--- config.mk ---
export PLATFORM = sky130hd
export DESIGN_NAME = oled_spi_sink
export DESIGN_NICKNAME = d
export VERILOG_FILES = /design/src/rtl/oled_spi_sink.sv
export SDC_FILE = /design/constraint.sdc
export NUM_CORES = 2
export LEC_CHECK = 0
export BUFFER_PORTS_ARGS = -buffer_cell sky130_fd_sc_hd__buf_4
export CAP_MARGIN = 0
export CELL_PAD_IN_SITES_DETAIL_PLACEMENT = 1
export CELL_PAD_IN_SITES_GLOBAL_PLACEMENT = 1
export CORE_MARGIN = 2
export CORE_UTILIZATION = 50
export CTS_BUF_LIST = sky130_fd_sc_hd__clkbuf_16
export DETAILED_ROUTE_END_ITERATION = 16
export GPL_TIMING_DRIVEN = 0
export PLACE_DENSITY_LB_ADDON = 0.1
export SYNTH_ARGS = -nofsm -noshare
export SYNTH_HDL_FRONTEND = slang
export SYNTH_SLANG_ARGS = --single-unit
--- constraint.sdc ---
create_clock -name CLK -period 8.43 [get_ports CLK]
set_input_delay 1.686 -clock CLK [delete_from_list [all_inputs] [get_ports CLK]]
set_output_delay 1.686 -clock CLK [all_outputs]
set_load 0.01 [all_outputs]
--- src/rtl/oled_spi_sink.sv ---
// Display-side end of the OLED 4-wire SPI page-write link: oversampled byte
// receiver, page/column command decoder and a readable page x column frame buffer.
module oled_spi_sink #(
    parameter int SYNC_STAGES = 2,
    parameter int NUM_COLS    = 128,
    parameter int NUM_PAGES   = 4,
    localparam int COL_W      = $clog2(NUM_COLS),
    localparam int PAGE_W     = $clog2(NUM_PAGES),
    localparam int ADDR_W     = PAGE_W + COL_W
) (
    input  logic              CLK,
    input  logic              RST_N,
    input  logic              CS,
    input  logic              SCLK,
    input  logic              SDO,
    input  logic              DC,
    output logic              BYTE_VALID,
    output logic [7:0]        BYTE_DATA,
    output logic              BYTE_DC,
    input  logic [ADDR_W-1:0] FB_RADDR,
    output logic [7:0]        FB_RDATA,
    output logic [PAGE_W-1:0] CUR_PAGE,
    output logic [COL_W-1:0]  CUR_COL,
    output logic              FRAME_DONE,
    output logic              UNK_CMD,
    output logic [0:0]        DBG_STATE
);

    localparam logic [0:0] CMD_IDLE     = 1'b0;
    localparam logic [0:0] CMD_PAGE_ARG = 1'b1;

    logic [SYNC_STAGES-1:0] cs_sync, sclk_sync, sdo_sync, dc_sync;
    logic                   cs_s, sclk_s, sdo_s, dc_s;
    logic                   sclk_prev;
    logic                   sclk_rise;
    logic [6:0]             shift_reg;
    logic [2:0]             bit_cnt;
    logic [0:0]             state;
    logic [COL_W-1:0]       col_cmd;
    logic [7:0]             fb [NUM_PAGES*NUM_COLS];

    always_ff @(posedge CLK or negedge RST_N) begin
        if (!RST_N) begin
            cs_sync   <= '1;
            sclk_sync <= '1;
            sdo_sync  <= '0;
            dc_sync   <= '0;
            sclk_prev <= 1'b1;
        end else begin
            cs_sync   <= {cs_sync[SYNC_STAGES-2:0], CS};
            sclk_sync <= {sclk_sync[SYNC_STAGES-2:0], SCLK};
            sdo_sync  <= {sdo_sync[SYNC_STAGES-2:0], SDO};
            dc_sync   <= {dc_sync[SYNC_STAGES-2:0], DC};
            sclk_prev <= sclk_s;
        end
    end

    assign cs_s      = cs_sync[SYNC_STAGES-1];
    assign sclk_s    = sclk_sync[SYNC_STAGES-1];
    assign sdo_s     = sdo_sync[SYNC_STAGES-1];
    assign dc_s      = dc_sync[SYNC_STAGES-1];
    assign sclk_rise = sclk_s & ~sclk_prev & ~cs_s;

    // BYTE_VALID is a push-only strobe with no ready: the consumer must take
    // BYTE_DATA/BYTE_DC in the strobe cycle; both hold until the next strobe.
    always_ff @(posedge CLK or negedge RST_N) begin
        if (!RST_N) begin
            shift_reg  <= '0;
            bit_cnt    <= '0;
            BYTE_VALID <= 1'b0;
            BYTE_DATA  <= '0;
            BYTE_DC    <= 1'b0;
        end else begin
            BYTE_VALID <= sclk_rise && (bit_cnt == 3'd7);
            if (cs_s) begin
                bit_cnt <= '0;
            end else if (sclk_rise) begin
                shift_reg <= {shift_reg[5:0], sdo_s};
                bit_cnt   <= bit_cnt + 1'b1;
                if (bit_cnt == 3'd7) begin
                    BYTE_DATA <= {shift_reg, sdo_s};
                    BYTE_DC   <= dc_s;
                end
            end
        end
    end

    // Column commands: 0x0N loads the low nibble, 0x1N loads bits [6:4].
    always_comb begin
        col_cmd = CUR_COL;
        if (BYTE_DATA[4] == 1'b0) begin
            col_cmd[3:0] = BYTE_DATA[3:0];
        end else begin
            for (int i = 4; i < COL_W && i < 7; i++) begin
                col_cmd[i] = BYTE_DATA[i-4];
            end
        end
    end

    always_ff @(posedge CLK or negedge RST_N) begin
        if (!RST_N) begin
            state      <= CMD_IDLE;
            CUR_PAGE   <= '0;
            CUR_COL    <= '0;
            FRAME_DONE <= 1'b0;
            UNK_CMD    <= 1'b0;
        end else begin
            FRAME_DONE <= 1'b0;
            UNK_CMD    <= 1'b0;
            if (BYTE_VALID) begin
                if (BYTE_DC) begin
                    CUR_COL    <= CUR_COL + 1'b1;
                    FRAME_DONE <= (CUR_PAGE == '1) && (CUR_COL == '1);
                    if (CUR_COL == '1) begin
                        CUR_PAGE <= CUR_PAGE + 1'b1;
                    end
                end else if (state == CMD_PAGE_ARG) begin
                    CUR_PAGE <= BYTE_DATA[PAGE_W-1:0];
                    state    <= CMD_IDLE;
                end else if (BYTE_DATA == 8'h22) begin
                    state <= CMD_PAGE_ARG;
                end else if (BYTE_DATA[7:4] == 4'h0 || BYTE_DATA[7:3] == 5'b00010) begin
                    CUR_COL <= col_cmd;
                end else begin
                    UNK_CMD <= 1'b1;
                end
            end
        end
    end

    assign DBG_STATE = state;

    // Frame buffer holds its contents across reset; read is read-first.
    always_ff @(posedge CLK) begin
        if (BYTE_VALID && BYTE_DC) begin
            fb[{CUR_PAGE, CUR_COL}] <= BYTE_DATA;
        end
    end

    always_ff @(posedge CLK or negedge RST_N) begin
        if (!RST_N) begin
            FB_RDATA <= '0;
        end else begin
            FB_RDATA <= fb[FB_RADDR];
        end
    end

endmodule
* After elaboration in Yosys (flattened, before gate mapping) *
Memories as Yosys holds them, arrays and structs flattened. A register that Yosys moved wholly into a read port is not among the register bits.
Index checks and enable logic that the tools add are counted.

word-level totals
  register bits = 41
  logic and storage cells = 72
  bits in writable memories = 4096
  input bits = 15
  latch bits = 0
  ROM bits = 0
  output and inout port bits = 30
  memories kept = 1

cells by class
  equality and inequality tests = 9
  $mul = 0
  shifts and indexed selects = 0
  muxes and demuxes = 22
  $add $sub $neg = 3
  reductions and logical operators = 16
  div/mod/pow operators = 0
  order comparisons = 0
  bitwise operators = 5

memories
  memory  depth  bits a word  rd ports  clocked after memory_dff  wr ports  line  source
  fb      512    8            1         1                         1         40    logic [7:0] fb [NUM_PAGES*NUM_COLS];

operators with widths
  kind                                                   count
  two-way mux 7 bit                                      4
  two-way mux 1 bit                                      11
  AND reduction 5 bit                                    2
  two-way mux 3 bit                                      3
  == test 8 x 6 -> 1 bit, second input constant          1
  nonzero test 2 bit                                     4
  adder 7 x 1 -> 7 bit, second input constant            1
  == test 7 bit, second input constant                   1
  two-way mux 2 bit                                      3
  AND reduction 3 bit                                    2
  == test 5 x 2 -> 1 bit, second input constant          1
  zero test 4 bit                                        1
  two-way mux 4 bit                                      1
  inequality test 2 x 1 -> 1 bit, second input constant  2
  inequality test 2 bit, second input constant           2
  AND reduction 2 bit                                    2
  adder 3 x 1 -> 3 bit, second input constant            1
  == test 3 bit, second input constant                   1
  logical AND 1 bit                                      3
  inverter 1 bit                                         3
  adder 2 x 1 -> 2 bit, second input constant            1
  bitwise AND 1 bit                                      2
  == test 2 bit, second input constant                   1
  zero test 1 bit                                        1
  logical OR 1 bit                                       1

* Longest topological paths before layout *
  word-level depth = 7
  depth in mapped cells = 12
  depth with buffers taken out = 8

* Least setup slack after synthesis *
Ideal clock, no wire load.

  kind = register to register
  start point = register BYTE_DATA[4]
  end point = register CUR_COL[2]
  arrival time = 8.933 ns
  path buffers = 0
  setup time = 0.116 ns
  clock period less this slack = 9.049 ns
  setup slack = -0.619 ns
  data required time = 8.314 ns
  cell stages (with the launch flop) = 7
  path through = dfrtp_1 -> a2111oi_0 -> nand2_1 -> nor2_1 -> o21ai_0 -> nor3_1 -> a211oi_1

on the way
  word-level cells in the longest chain between the ends = 4
  elaborated cells on any way between the ends = 8
  those cells by class = eq/ne (4); reduce/logical (4)

RTL lines
  what                                                              line  source
  from (decl)                                                       18    output logic [7:0] BYTE_DATA,
  from (signal assigned)                                            81    BYTE_DATA <= {shift_reg, sdo_s};
  == test 5 x 2 -> 1 bit / zero test 4 bit (equally long branches)  122   end else if (BYTE_DATA[7:4] == 4'h0 || BYTE_DATA[7:3] == 5'b00010) begin
  logical OR 1 bit                                                  122
  nonzero test 2 bit (no line)                                      n/a
  AND reduction 5 bit (no line) *                                   n/a
  to (signal assigned)                                              112   CUR_COL <= CUR_COL + 1'b1;
  to (signal assigned)                                              123   CUR_COL <= col_cmd;
  to (decl)                                                         23    output logic [COL_W-1:0] CUR_COL,

Mark *: on every way between the ends. The rest lies on a longest branch, timed or not.
A chain may end at the register's enable or synchronous reset.

==> impl_metrics.prom <==
# TYPE chip_impl_metric gauge
chip_impl_info{name="yosysMostFrequentCell",value="sky130_fd_sc_hd__edfxtp_1"} 1
chip_impl_info{name="cp_common_cell",value="sky130_fd_sc_hd__buf_2"} 1
chip_impl_metric{name="synth_largest_type_area_fraction",unit=""} 0.761
chip_impl_metric{name="htreeDepth",unit=""} 5
chip_impl_metric{name="clkSlewWorstSetupHoldPaths",unit="ns"} 0.06
chip_impl_info{name="outcome",value="finished with violations"} 1
chip_impl_metric{name="reg2reg_setup_slack",unit="ns"} 3.25
chip_impl_info{name="rsz0062_at_grt",value="false"} 1
chip_impl_metric{name="path_max_fanout",unit=""} 10
chip_impl_metric{name="ys_seq_area_frac",unit=""} 0.769
chip_impl_metric{name="drv_slew",unit=""} 251
chip_impl_metric{name="fraction_of_registers_with_async_set_or_reset_after_synthesis",unit=""} 0.0118
chip_impl_metric{name="initial_utilization",unit=""} 0.503
chip_impl_metric{name="numClockSinks",unit=""} 4145
chip_impl_metric{name="fill_cells",unit=""} 27500
chip_impl_info{name="critPathSlowestCell",value="sky130_fd_sc_hd__clkbuf_1"} 1
chip_impl_metric{name="post_synth_instance_area",unit="mm^2"} 0.162
chip_impl_metric{name="synth_cell_types",unit=""} 59
chip_impl_metric{name="area_growth_syn_to_layout",unit="%"} 14.1
chip_impl_metric{name="post-route-period-util",unit=""} 0.834
chip_impl_info{name="min_path_type",value="reg -> reg"} 1
chip_impl_info{name="synthFlopType",value="sky130_fd_sc_hd__edfxtp_1"} 1
chip_impl_metric{name="worst_clock_skew",unit="ns"} 0.0525
chip_impl_metric{name="drive_gt1_frac",unit=""} 0.197
chip_impl_metric{name="clock_insertion_delay_worst_skew",unit="ns"} 1.02
chip_impl_metric{name="power_density",unit="mW/mm^2"} 236
chip_impl_metric{name="number_of_global_route_vias_before_repair",unit=""} 91200
chip_impl_metric{name="mean_instance_size_in_the_synthesized_netlist",unit="um^2"} 19.7
chip_impl_metric{name="max-vdd-ir-drop",unit="uV"} 214
chip_impl_metric{name="avgRoutedWirePerCell",unit="um"} 48.2
chip_impl_info{name="reg2reg_to",value="fb[167][2]"} 1
chip_impl_metric{name="globalplace.congestion",unit=""} 1.03
chip_impl_metric{name="floorplan.die_area",unit="mm^2"} 0.328
chip_impl_metric{name="routed-via-count",unit=""} 94700
chip_impl_metric{name="cts-hold-fix-buffers",unit=""} 0
chip_impl_info{name="path_class",value="in -> reg"} 1
chip_impl_metric{name="synth.net_count",unit=""} 8223
chip_impl_info{name="root_buffer",value="sky130_fd_sc_hd__clkbuf_16"} 1
chip_impl_metric{name="synth-edff-count",unit=""} 4096
chip_impl_metric{name="worstPathBufferInverterCount",unit=""} 5
chip_impl_metric{name="post_cts_resize_count",unit=""} 0
chip_impl_metric{name="placement_rows",unit=""} 208
chip_impl_metric{name="drt_via_density",unit=""} 7.01
chip_impl_info{name="synthTopCellsByCount",value="sky130_fd_sc_hd__edfxtp_1, sky130_fd_sc_hd__mux2i_1, sky130_fd_sc_hd__mux4_2"} 1
chip_impl_info{name="critical_path.startpoint_type",value="input pin"} 1
chip_impl_metric{name="max_freq",unit="MHz"} 142
chip_impl_metric{name="floorplan.core_area",unit="mm^2"} 0.321
chip_impl_metric{name="io_buffers",unit=""} 41
chip_impl_metric{name="route.detailed.drc",unit=""} 0
chip_impl_metric{name="post_synthesis_instance_total",unit=""} 8198
chip_impl_metric{name="grt_antenna_before_repair",unit=""} 84
chip_impl_metric{name="routed_wl",unit="um"} 652000
chip_impl_metric{name="synth.ff_latch_count",unit=""} 4145
chip_impl_metric{name="p_leak",unit="nW"} 54.5
chip_impl_info{name="post-synth-top-area-cell",value="sky130_fd_sc_hd__edfxtp_1"} 1
chip_impl_info{name="source_of_the_worst_hold_timing_path",value="sdo_sync[0]"} 1
chip_impl_metric{name="hold_path_depth",unit=""} 0
chip_impl_info{name="r2r_start",value="CUR_PAGE[1]"} 1
chip_impl_metric{name="global_route_wire_length_before_repair",unit="um"} 852000
chip_impl_info{name="path_delay_family",value="buffers and inverters"} 1
chip_impl_metric{name="1st_iter_drt_viols",unit=""} 17100
chip_impl_metric{name="die_x",unit="um"} 572
chip_impl_metric{name="grt_max_degree",unit=""} 98
chip_impl_metric{name="timing.critical_path.arrival",unit="ns"} 7.89
chip_impl_info{name="critical_path.startpoint",value="FB_RADDR[1]"} 1
chip_impl_metric{name="timing.critical_path.slowest_cell_delay",unit="ns"} 1.14
chip_impl_metric{name="relSlewSlack",unit=""} -0.129
chip_impl_metric{name="finalHoldViolations",unit=""} 0
chip_impl_metric{name="crit_required",unit="ns"} 9.29
chip_impl_info{name="failed_checks",value="max-capacitance violations, max-slew violations"} 1
chip_impl_metric{name="ys.warnings.count",unit=""} 0
chip_impl_info{name="cells_traversed_along_the_worst_timing_path",value="buf_2 > nand2b_1 > buf_2 > buf_2 > clkbuf_1 > clkbuf_1 > o221ai_1 > o21ai_0 > nor3_1 > nand4_1 > nand2_1 > o2111a_1"} 1
chip_impl_metric{name="actual_transition_at_the_worst_max_transition_pin",unit="ns"} 1.69
chip_impl_metric{name="min_cycle_time_layout",unit="ns"} 7.03
chip_impl_metric{name="final_nets",unit=""} 8817
chip_impl_metric{name="hold_ws",unit="ns"} 0.347
chip_impl_metric{name="detailedRoute.firstPassIterationCount",unit=""} 6
chip_impl_metric{name="ant_nets",unit=""} 0
chip_impl_info{name="critPathCaptureType",value="register"} 1
chip_impl_info{name="biggest_register",value="fb"} 1
chip_impl_metric{name="cts-root-to-sink-buffers",unit=""} 4
chip_impl_metric{name="die-height",unit="um"} 572
chip_impl_metric{name="rr_worst_depth",unit=""} 6
chip_impl_metric{name="cap_violations",unit=""} 26
chip_impl_metric{name="setup-violations-final",unit=""} 0
chip_impl_metric{name="setup_total_negative_slack",unit="ns"} 0
chip_impl_info{name="whs_endpoint",value="sdo_sync[1]"} 1
chip_impl_metric{name="io_pins",unit=""} 45
chip_impl_metric{name="cts.repair_timing.setup_buffer_count",unit=""} 0
chip_impl_info{name="tritoncts",value="done"} 1
chip_impl_info{name="layout_top_registers",value="fb (4096), BYTE_DATA (8), FB_RDATA (8)"} 1
chip_impl_metric{name="largest_reg_flops",unit=""} 4096
chip_impl_metric{name="grt.total_usage",unit=""} 0.398
chip_impl_metric{name="tritoncts.num_buffers",unit=""} 431
chip_impl_metric{name="globalRoute.totalOverflow",unit=""} 0
chip_impl_info{name="yosys-top-cells-area",value="sky130_fd_sc_hd__edfxtp_1, sky130_fd_sc_hd__mux4_2, sky130_fd_sc_hd__mux2i_1, sky130_fd_sc_hd__o221ai_1, sky130_fd_sc_hd__nor2_1"} 1
chip_impl_metric{name="dp.final_hpwl",unit="um"} 465000
stage by stage:
step,power [mW],cell area [um^2],util,setup WS (ns),instances
2_1_floorplan,23.5,162000,-,0.0738,8198
4_1_cts,43.3,184000,0.573,1.78,13500
6_report,43.5,184000,0.574,1.40,13500
3_3_place_gp,24.5,167000,0.520,-8.44,12500
3_5_place_dp,24.5,170000,0.530,0.758,12700
5_1_grt,44.1,184000,0.573,1.70,13500
logic make-up (layout without fill, tap and decap cells):
logic type | count (synthesis) | after routing | share of synthesized area
flops | 4145 | 4145 | 0.769
mux | 1455 | 1455 | 0.141
simple gates | 1031 | 1031 | 0.0275
compound gates | 1022 | 1022 | 0.0444
buf+inv | 534 | 1497 | 0.0175
fa+ha+maj | 10 | 10 | 0.000774
xor+xnor | 1 | 1 | 0.0000542
other cells | 0 | 45 | 0
area by class of cell:
cell class / count / area (um^2) / share of cell area
flip-flops and latches: 4145 / 124000 / 0.674
multi-input cells: 3519 / 34600 / 0.187
inverters: 9 / 33.8 / 0.000183
repair buffers: 161 / 3070 / 0.0166
clock buffers: 435 / 10900 / 0.0590
diodes: 45 / 113 / 0.000611
well taps: 4305 / 5390 / 0.0292
plain buffers: 525 / 2940 / 0.0160
clock inverters: 367 / 3130 / 0.0170
worst register-to-register path, delay by kind of cell (launching register included):
family	cells	cell delay [ns]
flip-flops	1	0.44
AND/OR/NAND/NOR	3	2.75
adder cells (fa/ha/maj)	1	0.99
buffers and inverters	2	0.58
routing by layer:
layer,up-vias,track usage,part of all wire
met5,-,0,0.00054
met4,46,0.242,0.072
met3,1424,0.140,0.14
met2,7083,0.564,0.43
met1,50800,0.530,0.36
li1,35300,-,-
cell usage in the layout, fill, tap and decap left out, types with 57 or more instances in the layout:
cell                        synthesis  routed
sky130_fd_sc_hd__clkinv_1           0     109
sky130_fd_sc_hd__mux2i_1          785     785
sky130_fd_sc_hd__buf_2             77      87
sky130_fd_sc_hd__o21ai_0          136     129
sky130_fd_sc_hd__o22ai_1          162     162
sky130_fd_sc_hd__buf_16             0      61
sky130_fd_sc_hd__nand3_1           67      67
sky130_fd_sc_hd__nor3_1           107     106
sky130_fd_sc_hd__buf_6             52      57
sky130_fd_sc_hd__clkbuf_2           0     104
sky130_fd_sc_hd__edfxtp_1        4096    4096
sky130_fd_sc_hd__a21oi_1          201     201
sky130_fd_sc_hd__buf_4             67     110
sky130_fd_sc_hd__nor2_1           583     582
sky130_fd_sc_hd__mux4_2           654     654
sky130_fd_sc_hd__clkinv_2           0      94
sky130_fd_sc_hd__inv_1              8      77
sky130_fd_sc_hd__clkbuf_1         292     188
sky130_fd_sc_hd__o221ai_1         373     373
sky130_fd_sc_hd__nand2_1          143     143
sky130_fd_sc_hd__clkbuf_16          0     435
sky130_fd_sc_hd__a22oi_1           59      59
how the worst max path moves through the flow:
stage                              to  slack, ns  cells past startpoint
after floorplan            CUR_COL[2]       0.07                      6
after global placement     CUR_COL[2]      -8.44                      6
after detailed placement  FB_RDATA[1]       0.76                     11
after CTS                 FB_RDATA[1]       1.78                     11
after global routing      FB_RDATA[1]       1.70                     11
final                     FB_RDATA[0]       1.40                     12
report_power, final:
part	leakage [nW]	switching (mW)	total [mW]	internal (mW)
Clock	7.16	8.34	19.3	10.9
Combinational	13.7	1.42	1.85	0.426
Sequential	33.7	0.0128	22.3	22.3
Total	54.5	9.78	43.5	33.7
Note: power is estimated with default switching activity, not from simulation.
